`src/rtl/knapsack_pkg.sv`:
```
// Shared definitions for the knapsack search block: default sizes, the sum-width
// derivation, the controller states and the item record.
package knapsack_pkg;

  localparam int N_ITEMS_DEF = 5;
  localparam int VAL_W_DEF   = 8;
  localparam int WT_W_DEF    = 8;

  function automatic int calc_sum_w(input int val_w, input int n_items);
    return val_w + $clog2(n_items) + 1;
  endfunction

  typedef enum logic [1:0] {
    IDLE = 2'd0,
    SCAN = 2'd1,
    DONE = 2'd2
  } state_e;

  typedef struct packed {
    logic [VAL_W_DEF-1:0] value;
    logic [WT_W_DEF-1:0]  weight;
  } item_t;

endpackage

```
`src/rtl/knapsack_eval.sv`:
```
// Combinational evaluation of one selection mask: totals and capacity feasibility.
// Shared with the downstream checker so both agree on what a selection is worth.
module knapsack_eval
  import knapsack_pkg::*;
#(
  parameter int N_ITEMS = N_ITEMS_DEF,
  parameter int VAL_W   = VAL_W_DEF,
  parameter int WT_W    = WT_W_DEF,
  localparam int SUM_W  = calc_sum_w(VAL_W, N_ITEMS)
) (
  input  logic [N_ITEMS-1:0]            mask_i,
  input  logic [N_ITEMS-1:0][VAL_W-1:0] values_i,
  input  logic [N_ITEMS-1:0][WT_W-1:0]  weights_i,
  input  logic [SUM_W-1:0]              capacity_i,
  output logic [SUM_W-1:0]              total_value_o,
  output logic [SUM_W-1:0]              total_weight_o,
  output logic                          feasible_o
);

  // Sum the value and weight of every selected item
  always_comb begin
    total_value_o  = '0;
    total_weight_o = '0;
    for (int i = 0; i < N_ITEMS; i++) begin
      total_value_o  = total_value_o  + (mask_i[i] ? SUM_W'(values_i[i])  : {SUM_W{1'b0}});
      total_weight_o = total_weight_o + (mask_i[i] ? SUM_W'(weights_i[i]) : {SUM_W{1'b0}});
    end
    feasible_o = (total_weight_o <= capacity_i);
  end

endmodule

```
`src/rtl/knapsack_search.sv`:
```
// Exhaustive 0-1 knapsack solver: one selection mask per cycle in ascending order,
// keeping the first best-valued feasible selection and answering value >= min_value.
module knapsack_search
  import knapsack_pkg::*;
#(
  parameter int N_ITEMS = N_ITEMS_DEF,
  parameter int VAL_W   = VAL_W_DEF,
  parameter int WT_W    = WT_W_DEF,
  localparam int SUM_W  = calc_sum_w(VAL_W, N_ITEMS),
  localparam int IDX_W  = $clog2(N_ITEMS)
) (
  input  logic               clk,
  input  logic               rst_n,
  input  logic               load_valid,
  output logic               load_ready,
  input  logic [IDX_W-1:0]   load_idx,
  input  logic [VAL_W-1:0]   load_value,
  input  logic [WT_W-1:0]    load_weight,
  input  logic               start,
  input  logic [SUM_W-1:0]   capacity,
  input  logic [SUM_W-1:0]   min_value,
  output logic               busy,
  output logic               done,
  output logic [N_ITEMS-1:0] best_mask,
  output logic [SUM_W-1:0]   best_value,
  output logic [SUM_W-1:0]   best_weight,
  output logic               found
);

  localparam logic [N_ITEMS:0] LAST_CNT = {1'b0, {N_ITEMS{1'b1}}};

  state_e                        state_q;
  logic [N_ITEMS:0]              cnt_q;
  logic [N_ITEMS-1:0][VAL_W-1:0] values_q;
  logic [N_ITEMS-1:0][WT_W-1:0]  weights_q;
  logic [SUM_W-1:0]              cap_q, min_q;
  logic [N_ITEMS-1:0]            best_mask_q, best_mask_d;
  logic [SUM_W-1:0]              best_value_q, best_value_d;
  logic [SUM_W-1:0]              best_weight_q, best_weight_d;
  logic                          busy_q, done_q, found_q;

  logic [SUM_W-1:0] tot_value_s, tot_weight_s;
  logic             feasible_s;
  logic             load_ok_s;

  knapsack_eval #(
    .N_ITEMS(N_ITEMS),
    .VAL_W  (VAL_W),
    .WT_W   (WT_W)
  ) u_eval (
    .mask_i        (cnt_q[N_ITEMS-1:0]),
    .values_i      (values_q),
    .weights_i     (weights_q),
    .capacity_i    (cap_q),
    .total_value_o (tot_value_s),
    .total_weight_o(tot_weight_s),
    .feasible_o    (feasible_s)
  );

  assign load_ok_s = load_valid && (state_q == IDLE) && (int'(load_idx) < N_ITEMS);

  // Strictly-greater replacement so ties keep the earlier, lower mask
  always_comb begin
    best_mask_d   = best_mask_q;
    best_value_d  = best_value_q;
    best_weight_d = best_weight_q;
    if (feasible_s && (tot_value_s > best_value_q)) begin
      best_mask_d   = cnt_q[N_ITEMS-1:0];
      best_value_d  = tot_value_s;
      best_weight_d = tot_weight_s;
    end else begin
      best_mask_d   = best_mask_q;
    end
  end

  // Controller, item table and result registers
  always_ff @(posedge clk or negedge rst_n) begin
    if (!rst_n) begin
      state_q       <= IDLE;
      cnt_q         <= '0;
      values_q      <= '0;
      weights_q     <= '0;
      cap_q         <= '0;
      min_q         <= '0;
      best_mask_q   <= '0;
      best_value_q  <= '0;
      best_weight_q <= '0;
      busy_q        <= 1'b0;
      done_q        <= 1'b0;
      found_q       <= 1'b0;
    end else begin
      case (state_q)
        IDLE: begin
          if (load_ok_s) begin
            values_q[load_idx]  <= load_value;
            weights_q[load_idx] <= load_weight;
          end
          if (start) begin
            state_q       <= SCAN;
            cnt_q         <= '0;
            cap_q         <= capacity;
            min_q         <= min_value;
            best_mask_q   <= '0;
            best_value_q  <= '0;
            best_weight_q <= '0;
            found_q       <= 1'b0;
            busy_q        <= 1'b1;
          end
        end
        SCAN: begin
          best_mask_q   <= best_mask_d;
          best_value_q  <= best_value_d;
          best_weight_q <= best_weight_d;
          if (cnt_q == LAST_CNT) begin
            state_q <= DONE;
            busy_q  <= 1'b0;
            done_q  <= 1'b1;
            found_q <= (best_value_d >= min_q);
          end else begin
            cnt_q <= cnt_q + {{N_ITEMS{1'b0}}, 1'b1};
          end
        end
        DONE: begin
          state_q <= IDLE;
          done_q  <= 1'b0;
        end
        default: begin
          state_q <= IDLE;
          busy_q  <= 1'b0;
          done_q  <= 1'b0;
        end
      endcase
    end
  end

  assign load_ready  = (state_q == IDLE);
  assign busy        = busy_q;
  assign done        = done_q;
  assign best_mask   = best_mask_q;
  assign best_value  = best_value_q;
  assign best_weight = best_weight_q;
  assign found       = found_q;

endmodule

```
`config.mk`:
```
export PLATFORM = sky130hd
export DESIGN_NAME = knapsack_search
export DESIGN_NICKNAME = d
export VERILOG_FILES = /design/src/rtl/knapsack_pkg.sv /design/src/rtl/knapsack_eval.sv /design/src/rtl/knapsack_search.sv
export SDC_FILE = /design/constraint.sdc
export NUM_CORES = 1
export LEC_CHECK = 0
export BUFFER_PORTS_ARGS = -buffer_cell sky130_fd_sc_hd__buf_2
export CORE_ASPECT_RATIO = 1.25
export CORE_MARGIN = 4
export CORE_UTILIZATION = 30
export CTS_BUF_LIST = sky130_fd_sc_hd__clkbuf_4 sky130_fd_sc_hd__clkbuf_8 sky130_fd_sc_hd__clkbuf_16
export CTS_CLUSTER_DIAMETER = 100
export DETAILED_ROUTE_END_ITERATION = 10
export HOLD_SLACK_MARGIN = 0.08
export MAX_ROUTING_LAYER = met4
export SLEW_MARGIN = 25
export SYNTH_ARGS = -nofsm -noshare
export SYNTH_HDL_FRONTEND = slang
export SYNTH_HIERARCHICAL = 1
export SYNTH_SLANG_ARGS = --single-unit
```
`constraint.sdc`:
```
create_clock -name clk -period 7.95 [get_ports clk]
set_input_delay 1.1925 -clock clk [delete_from_list [all_inputs] [get_ports clk]]
set_output_delay 1.1925 -clock clk [all_outputs]
set_load 0.01 [all_outputs]
```
==> results by group <==
Timing
  – Worst slew pin tran: 0.829 ns
  – Count of final max-slew check failures: 0
  – Rel. slew slack: 0.447
  – RSZ-0062 raised after global routing: false
  – Time the worst path needs with I/O delays and setup: between 7 and 8 ns
  – Setup tns final: 0 ns
  – Final period utilization: 0.926
  – Final Hold Fails: 0
  – Final setup violation count: 0
  – Final worst slack: 0.588 ns
  – Max Fclk: roughly 140 MHz
  – Clock skew: 0.00753 ns

Power and ir drop
  – Switch Pwr: 0.00140 W
  – Internal power: 0.00213 W
  – Pwr/cell area: ~330 nW/um2
  – Gate power share: 0.469
  – Lkg Pwr: between 5 and 6 nW
  – Worst IR Drop VDD: 221 uV
  – Part of the power in the clock network: 0.233
  – Switching share of power: 0.397
  – Flop pwr share: 0.299

Critical path
  – Arrival time at the worst endpoint: 7.65 ns
  – Worst path slowest cell: dfrtp_1
  – Worst path most repeated cell: ha_1
  – Worst stage delay on the critical path: between 0.5 and 0.6 ns
  – CP max FO: 14
  – Worst Setup Path Type: flip-flop to flip-flop
  – WP data required: 8.24 ns
  – Setup crit end kind: flip-flop
  – CP Launch Type: flip-flop

Clock network
  – Clock Sink Count: 144
  – CTS Buf Count: 17
  – Worst-Skew Late Latency: 0.43 ns
  – H-tree levels: 4
  – TritonCTS clock tree: built
  – CTS Hold Bufs: 0
  – Clock edge transition at the registers on the reported setup and hold paths: 0.06 ns
  – Clk buf depth: 2
  – Root buffer cell: clkbuf_16

Floorplan
  – Core Footprint: about 31000 um2
  – Starting Density: 0.304
  – Die area: 34300 um2
  – Die Y: 206 um
  – Site Rows: 72
  – Die Span X: about 170 um
  – I/O pin total: 80

GRT
  – Initial antenna violation count: 4
  – First-pass GRT wire length: ~37 mm
  – Vias in the first global route: 7021
  – Largest net degree at the start of global routing: 89
  – Grt ovf: 0
  – Total GRT Usage: 0.138

Detailed routing
  – DRT Wirelength: 22.0 mm
  – Vias after detailed routing: 6551
  – Metal2 WL: 10.6 mm
  – Top Layer Used: met4
  – ANT nets after route: 0
  – WL/cell: 15.6 um
  – Residual DRC count: 0
  – Met1 Wirelength: 9.69 mm
  – DR pass1 iterations: 4
  – DR WL met3: 1.07 mm
  – Drt initial violations: 291
  – Vias per cell: 4.64

Cells and area
  – Fill cells: between 3000 and 4000
  – Layout cells sized above 1: 0.229
  – Fin nets: 1138
  – Area Overhead vs Synth: 15.3%

Logic synthesis
  – FFs w/ async S/R, synth: 1.00
  – Post-synthesis register bit count: 144
  – Syn_area_per_cell: between 10 and 15 um2
  – Mapped cell area: 9400 um2
  – Ys Warns: 6
  – Most used DFF post-synth: dfrtp_1
  – Mapped Cells: 908
  – Synth cell types: 57
  – Number of enable flip-flop cells after synthesis: 0
  – Register area share after synthesis: 0.383

Placement
  – Final HPWL DP: about 17 mm
  – Dpl ws: 0.467 ns
  – GPL Wtd Cong: 0.899
  – PortBufs: 79

Status
  – Status: finished clean

Min path
  – Hold Crit Class: flip-flop to flip-flop

Flow run
  – Max cap viols: 0
-- per-stage QoR --
stage          total power [W]  hold slack, ns  instances  utilization  cell area, um2
4_1_cts                0.00357           0.479       1409        0.350           10800
3_5_place_dp           0.00273           0.463       1377        0.331           10200
3_3_place_gp           0.00270           0.462       1377        0.331           10200
2_1_floorplan          0.00233           0.446        909            -            9410
5_1_grt                0.00385           0.505       1413        0.351           10800
6_report               0.00353           0.476       1413        0.351           10800
-- cell usage after synthesis, types with 10 or more instances --
cell type,n,area share
nand2_1,141,0.056
a22oi_1,12,0.0096
ha_1,66,0.088
fa_1,36,0.077
o21ai_0,44,0.023
inv_1,116,0.046
mux2i_1,30,0.032
xnor2_1,15,0.014
mux2_4,17,0.027
and2_1,17,0.011
a21o_1,11,0.0088
clkbuf_1,16,0.0064
nand4_1,10,0.0067
dfrtp_1,144,0.38
a21oi_1,34,0.018
nor2_1,11,0.0044
xor2_1,13,0.012
mux2_2,74,0.089
-- final cells by class --
| class | count | area (um2) | area share |
|---|---|---|---|
| clock buffer | 19 | 447 | 0.0412 |
| sequential | 144 | 3600 | 0.332 |
| inverter | 116 | 435 | 0.0402 |
| clock inverter | 13 | 151 | 0.0140 |
| antenna | 4 | 10.0 | 0.000924 |
| timing repair buffer | 90 | 484 | 0.0447 |
| tap | 407 | 509 | 0.0470 |
| multi-input combinational | 620 | 5200 | 0.480 |
-- worst paths after layout --
path,depth (start not counted),end,slack [ns],from
max,29,found,0.59,cnt_q[1]
min,2,cap_q[6],0.48,cap_q[6]
max reg2reg,29,found,0.59,cnt_q[1]
min reg2reg,2,cap_q[6],0.48,cap_q[6]
min in group asynchronous,1,weights_q[30],0.84,rst_n
max in group asynchronous,2,best_mask[4],5.86,rst_n
-- sequential cells by signal, summed over array words and instances (netlist names) --
name / cells
best_value: 12
state_q: 2
best_mask: 5
found: 1
values_q: 40
weights_q: 40
min_q: 12
cnt_q: 6
best_weight: 12
done: 1
cap_q: 12
busy: 1
-- power by group through the flow --
stage / clock network, W / registers [W] / logic (W)
final: 0.000822 / 0.00106 / 0.00166
after global routing: 0.000871 / 0.00108 / 0.00189
after CTS: 0.000844 / 0.00106 / 0.00167
after detailed placement: 0 / 0.00107 / 0.00166
after global placement: 0 / 0.00107 / 0.00164
after floorplan: 0 / 0.00104 / 0.00129
-- cells in the final DEF, fill, tap and decap left out, types with 11 or more instances in the layout --
cell type	Yosys	layout
dfrtp_1	144	144
nand2_1	141	141
inv_1	116	116
buf_2	2	78
mux2_2	74	74
ha_1	66	66
o21ai_0	44	43
fa_1	36	36
a21oi_1	34	34
mux2i_1	30	30
mux2_4	17	17
and2_1	17	17
clkbuf_16	0	17
xnor2_1	15	15
xor2_1	13	13
a22oi_1	12	12
nor2_1	11	11
a21o_1	11	11
buf_4	4	11
-- metal layers --
metal	track usage	vias up
met5	-	-
met4	0.0561	0
met3	0.0377	40
met2	0.229	119
met1	0.161	3166
li1	-	3226
-- cells by family (layout without fill, tap and decap cells) --
logic type | Yosys count | in the layout | synth area share
AND/OR/NAND/NOR | 220 | 220 | 0.114
AO/OA/AOI/OAI | 147 | 147 | 0.0982
buffers and inverters | 145 | 238 | 0.0653
flip-flops | 144 | 144 | 0.383
multiplexers | 121 | 121 | 0.148
adder cells (fa/ha/maj) | 102 | 102 | 0.164
XOR/XNOR | 28 | 28 | 0.0261
other | 1 | 6 | 0.000399
-- critical path, delay by kind of cell, from the launching register on --
| kind | cells | cell delay (ns) |
|---|---|---|
| buffers and inverters | 2 | 0.30 |
| AND/OR/NAND/NOR | 2 | 0.47 |
| multiplexers | 1 | 0.32 |
| adder cells (fa/ha/maj) | 7 | 2.38 |
| XOR/XNOR | 2 | 0.31 |
| flip-flops | 1 | 0.59 |
| AO/OA/AOI/OAI | 15 | 2.83 |
-- what timing repair did --
item / 4_1_cts / 5_1_grt
endpoints found under the setup margin: 0 / 1
gates resized for setup: 0 / 2
buffers inserted: 0 / 0
Power figures use the tool's default switching activity.
